<file path="src/rtl/alu_arbiter.sv">
// rtl/alu_arbiter.sv - two-requester arbiter in front of one shared combinational ALU
// Optional build macro ALU_ARB_FIXED_PRIO_EN: requester 0 always wins contention.
module alu_arbiter #(
  parameter int TAG_W = 2
) (
  input  logic             clk,
  input  logic             rst_n,
  input  logic             req0_valid,
  output logic             req0_ready,
  input  logic [2:0]       req0_op,
  input  logic [31:0]      req0_a,
  input  logic [31:0]      req0_b,
  input  logic [TAG_W-1:0] req0_tag,
  input  logic             req1_valid,
  output logic             req1_ready,
  input  logic [2:0]       req1_op,
  input  logic [31:0]      req1_a,
  input  logic [31:0]      req1_b,
  input  logic [TAG_W-1:0] req1_tag,
  output logic             rsp0_valid,
  input  logic             rsp0_ready,
  output logic [31:0]      rsp0_f,
  output logic [TAG_W-1:0] rsp0_tag,
  output logic             rsp1_valid,
  input  logic             rsp1_ready,
  output logic [31:0]      rsp1_f,
  output logic [TAG_W-1:0] rsp1_tag,
  output logic [2:0]       alu_op,
  output logic [31:0]      alu_a,
  output logic [31:0]      alu_b,
  input  logic [31:0]      alu_f
);

  // Opcode driven onto the idle ALU; the arbiter never interprets opcodes otherwise.
  localparam logic [2:0] ALU_ADD = 3'd0;

  // last_gnt_q = 1 means requester 1 won most recently, so requester 0 wins the next tie.
  logic             last_gnt_q, last_gnt_d;
  logic             rsp0_valid_q, rsp0_valid_d;
  logic             rsp1_valid_q, rsp1_valid_d;
  logic [31:0]      rsp0_f_q, rsp0_f_d;
  logic [31:0]      rsp1_f_q, rsp1_f_d;
  logic [TAG_W-1:0] rsp0_tag_q, rsp0_tag_d;
  logic [TAG_W-1:0] rsp1_tag_q, rsp1_tag_d;

  logic elig0, elig1, gnt0, gnt1, drain0, drain1;

  // Eligibility: a requester may go only if its response slot is free or emptying now.
  always_comb begin
    drain0 = rsp0_valid_q && rsp0_ready;
    drain1 = rsp1_valid_q && rsp1_ready;
    elig0  = req0_valid && (!rsp0_valid_q || rsp0_ready);
    elig1  = req1_valid && (!rsp1_valid_q || rsp1_ready);
`ifdef ALU_ARB_FIXED_PRIO_EN
    gnt0 = elig0;
    gnt1 = elig1 && !elig0;
`else
    if (elig0 && elig1) begin
      gnt0 = last_gnt_q;
      gnt1 = !last_gnt_q;
    end else begin
      gnt0 = elig0;
      gnt1 = elig1;
    end
`endif
  end

  // Ready is the grant itself, held low while reset is asserted.
  assign req0_ready = rst_n && gnt0;
  assign req1_ready = rst_n && gnt1;

  // Steer the granted operands to the shared ALU; idle drives a harmless add of zeros.
  always_comb begin
    alu_op = ALU_ADD;
    alu_a  = 32'd0;
    alu_b  = 32'd0;
    if (req0_ready) begin
      alu_op = req0_op;
      alu_a  = req0_a;
      alu_b  = req0_b;
    end else if (req1_ready) begin
      alu_op = req1_op;
      alu_a  = req1_a;
      alu_b  = req1_b;
    end
  end

  // Slot and pointer next state: refill wins over drain so back-to-back results have no bubble.
  always_comb begin
    last_gnt_d   = last_gnt_q;
    rsp0_valid_d = rsp0_valid_q;
    rsp0_f_d     = rsp0_f_q;
    rsp0_tag_d   = rsp0_tag_q;
    rsp1_valid_d = rsp1_valid_q;
    rsp1_f_d     = rsp1_f_q;
    rsp1_tag_d   = rsp1_tag_q;
    if (req0_ready) last_gnt_d = 1'b0;
    else if (req1_ready) last_gnt_d = 1'b1;
    if (req0_ready) begin
      rsp0_valid_d = 1'b1;
      rsp0_f_d     = alu_f;
      rsp0_tag_d   = req0_tag;
    end else if (drain0) begin
      rsp0_valid_d = 1'b0;
    end
    if (req1_ready) begin
      rsp1_valid_d = 1'b1;
      rsp1_f_d     = alu_f;
      rsp1_tag_d   = req1_tag;
    end else if (drain1) begin
      rsp1_valid_d = 1'b0;
    end
  end

  // State registers; reset discards any in-flight results.
  always_ff @(posedge clk or negedge rst_n) begin
    if (!rst_n) begin
      last_gnt_q   <= 1'b1;
      rsp0_valid_q <= 1'b0;
      rsp0_f_q     <= 32'd0;
      rsp0_tag_q   <= '0;
      rsp1_valid_q <= 1'b0;
      rsp1_f_q     <= 32'd0;
      rsp1_tag_q   <= '0;
    end else begin
      last_gnt_q   <= last_gnt_d;
      rsp0_valid_q <= rsp0_valid_d;
      rsp0_f_q     <= rsp0_f_d;
      rsp0_tag_q   <= rsp0_tag_d;
      rsp1_valid_q <= rsp1_valid_d;
      rsp1_f_q     <= rsp1_f_d;
      rsp1_tag_q   <= rsp1_tag_d;
    end
  end

  assign rsp0_valid = rsp0_valid_q;
  assign rsp0_f     = rsp0_f_q;
  assign rsp0_tag   = rsp0_tag_q;
  assign rsp1_valid = rsp1_valid_q;
  assign rsp1_f     = rsp1_f_q;
  assign rsp1_tag   = rsp1_tag_q;

endmodule

</file>
<file path="config.mk">
export PLATFORM = sky130hd
export DESIGN_NAME = alu_arbiter
export DESIGN_NICKNAME = d
export VERILOG_FILES = /design/src/rtl/alu_arbiter.sv
export SDC_FILE = /design/constraint.sdc
export NUM_CORES = 1
export LEC_CHECK = 0
export ABC_AREA = 1
export CAP_MARGIN = 30
export CORE_AREA = 2 2 122 124
export DETAILED_ROUTE_END_ITERATION = 8
export DIE_AREA = 0 0 124 126
export GPL_TIMING_DRIVEN = 0
export PLACE_DENSITY = 0.77
export SLEW_MARGIN = 20
export SYNTH_ARGS = -nofsm -noshare
export SYNTH_HDL_FRONTEND = slang
export SYNTH_SLANG_ARGS = --single-unit
</file>
<file path="constraint.sdc">
create_clock -name clk -period 1.9 [get_ports clk]
set_clock_uncertainty 0.1 [all_clocks]
set_input_delay 0.38 -clock clk [delete_from_list [all_inputs] [get_ports clk]]
set_output_delay 0.38 -clock clk [all_outputs]
set_load 0.005 [all_outputs]
</file>
==> impl_results.md <==
- Status: finished with violations
- Violated checks: setup timing
- GRT Residual Overflow: 0
- CTS sink cnt: 71
- Worst slew pin tran: 495 ps
- Pwr Density: 746 nW/um2
- Clock Pin Slew Worst Setup and Hold Paths: 60 ps
- Vias per cell: 4.90
- Critical Path Most Common Cell: buf_6
- Sequential fraction of the synthesis area: 0.444
- Post-synthesis mux area share: 0
- Clock Tree Root: clkbuf_16
- Final Max Tran Viols: 0
- Initial core utilization: 0.280
- Worst path cell trace: nand2_2, buf_6, nand2_4, nor2_4, buf_6, buf_12, buf_8, buf_8, buf_6, nand3_2, nand2_1, buf_2
- Unrepaired setup endpoints after global routing: yes
- Period minus WS final: 2340 ps
- Share of cells above drive strength 1: 0.309
- P_leak: 4.48 nW
- Final setup TNS: -23330 ps
- Slew HR: 0.669
- Inserted Clock Buffers: 9
- Mapped Area: 4010 um2
- Final antenna-violating net count: 0
- Setup-failing EPs final: 69
- MaxCap Viol Count: 0
- Std cell rows: 44
- Endpoint type of the worst setup path: output pin
- Largest net degree at the start of global routing: 26
- Met2 usage: 0.401
- Total GRT Usage: 0.257
- Routed WL: 20.7 mm
- Drt drc: 0
- Buf+Inv Stages, Crit Path: 7
- Dpl hpwl: 13.9 mm
- Core area: approximately 14000 um2
- Setup WS pre-CTS: -1080 ps
- Crit-path max FO: 6
- # port buffers: 314
- Crit Path Category: register to output pin
- Clk_lat worst skew: 320 ps
- Placed cell areas: 7410 um2
- CP delay by family, top: buffers and inverters
- IO Pins: 315
- Die width: 124 um
- GRT busiest layer: met2
- Simple-Gate Fraction of Synth Area: 0.464
- Met1 usage in global routing: 0.340
- Max Buffers Root-to-Sink: 2
- VDD IR max: between 0.0005 and 0.0006 V
- Synth Area in Compound Gates: 0
- CP max stage delay: between 300 and 400 ps
- Worst min path class: input pin to async pin
- Die Height: 126 um
- Startpoint Class: register
- Critical Path AT: 1860 ps
- Via count: 5575
- WP data required: between 1000 and 1500 ps
- GP Congestion: 0.916
- Drt first pass iters: 6
- Final WS setup: -439 ps
- H-tree levels: 3
- Yosys reg bits: 71
- Area added between synthesis and finish: 130%
- Design area: 9210 um2
- Slowest-stage cell, CP: dfrtp_1
- WL/cell: 18.2 um
- Post-synthesis xor/xnor area fraction: 0
- Fin crit share: 1.23
- Final layout net count: 1123
- Yosys cell types: 13
- Starting DRC count in detailed routing: 251
- Synth Warn #: 0
- Final hold viol count: 0
- Initial antenna violation count: 2
- Final core occ: 0.643
- FMAX: about 430 MHz
- Synth Area per Inst: between 7 and 8 um2
- Gate Count Post-Synth: 548
- Die area: 15600 um2
- Synth Area in Adders: 0
- Vias in the first global route: 5448
- First-pass GRT wire length: between 30 and 40 mm
- Syn nets: 724
- CTS tree: done
- Grt met3 use: 0.0693
- Largest family of logic cells by synthesized area: simple AND/OR/NAND/NOR gates
repair_timing:
item,in CTS,in global routing
endpoints found under the setup margin,69,91
pin swaps,40,34
cloned,11,2
hold buffers,2,0
buffers inserted,43,23
hold endpoints to repair,22,0
gates resized for setup,395,90
layer usage:
| metal | part of all wire | vias to the layer above |
|---|---|---|
| li1 | - | 2622 |
| met4 | 0.034 | 2 |
| met2 | 0.48 | 275 |
| met3 | 0.081 | 59 |
| met1 | 0.41 | 2617 |
| met5 | 0.00082 | - |
cells in the mapped netlist (all sizes together):
master	count	area (um2)
clkbuf	1	7.51
nor2	3	26.3
nand2	212	808
inv	7	26.3
dfstp	1	26.3
nand3	205	1030
buf	49	335
dfrtp	70	1750
through the flow:
stage               std cells  hold slack (ps)  power [mW]
global route             1137             13.6        7.25
floorplan                 548            -15.6        2.81
finish                   1137             22.7        6.87
CTS                      1117             6.63        6.71
global placement         1046              354        4.39
detailed placement       1047              201        4.43
area by class of cell:
| cell class | count | area (um2) |
|---|---|---|
| Fill cell | 1137 | 5110 |
| Timing Repair Buffer | 391 | 3920 |
| Multi-Input combinational cell | 420 | 2310 |
| Sequential cell | 71 | 1780 |
| Buffer | 47 | 592 |
| Clock buffer | 14 | 284 |
| Tap cell | 184 | 230 |
| Clock inverter | 2 | 60.1 |
| Inverter | 7 | 28.8 |
| Antenna cell | 1 | 2.50 |
state kept, by name (all words and copies together), names as in the netlist:
register	cells
rsp0_f	32
rsp1_f	32
rsp0_tag	2
rsp1_tag	2
last_gnt_q	1
rsp0_valid	1
rsp1_valid	1
power by group:
part	internal (mW)	switching, mW
clock	1.29	0.605
sequential	1.86	0.202
combinational	1.72	1.19
path summary, 6_finish.rpt:
check,from,to,slack [ps],cells after the start
setup / recovery,rsp0_valid,alu_b[26],-440,12
hold / removal,rst_n,rsp0_f[27],20,2
setup reg to reg,rsp0_valid,rsp0_f[12],50,13
hold reg to reg,rsp1_f[30],rsp1_f[30],370,2
max in group asynchronous,rst_n,rsp1_f[26],770,3
min in group clk,rsp1_f[30],rsp1_f[30],370,2
cell usage in the layout (no fill, tap or decap):
master / n
buf_2: 55
inv_2: 1
clkbuf_2: 1
buf_12: 13
nand2_4: 2
nand3_4: 4
buf_4: 35
nand2_2: 13
clkbuf_8: 4
nand3_1: 135
inv_1: 5
dlygate4sd2_1: 8
dlygate4sd3_1: 1
nand3_2: 66
nand2_8: 2
dfrtp_1: 70
bufinv_16: 2
clkdlybuf4s15_2: 11
nand2_1: 195
buf_16: 7
inv_4: 1
clkbuf_16: 11
diode_2: 1
buf_8: 24
bufbuf_16: 2
nor2_1: 1
dfstp_2: 1
clkdlybuf4s50_1: 240
nor2_4: 2
buf_6: 37
clkdlybuf4s15_1: 2
clkbuf_1: 1
cell families after synthesis:
kind of cell | after synthesis
buffers and inverters | 57
DFF | 71
and+or+nand+nor | 420
Note: power is estimated with default switching activity, not from simulation.
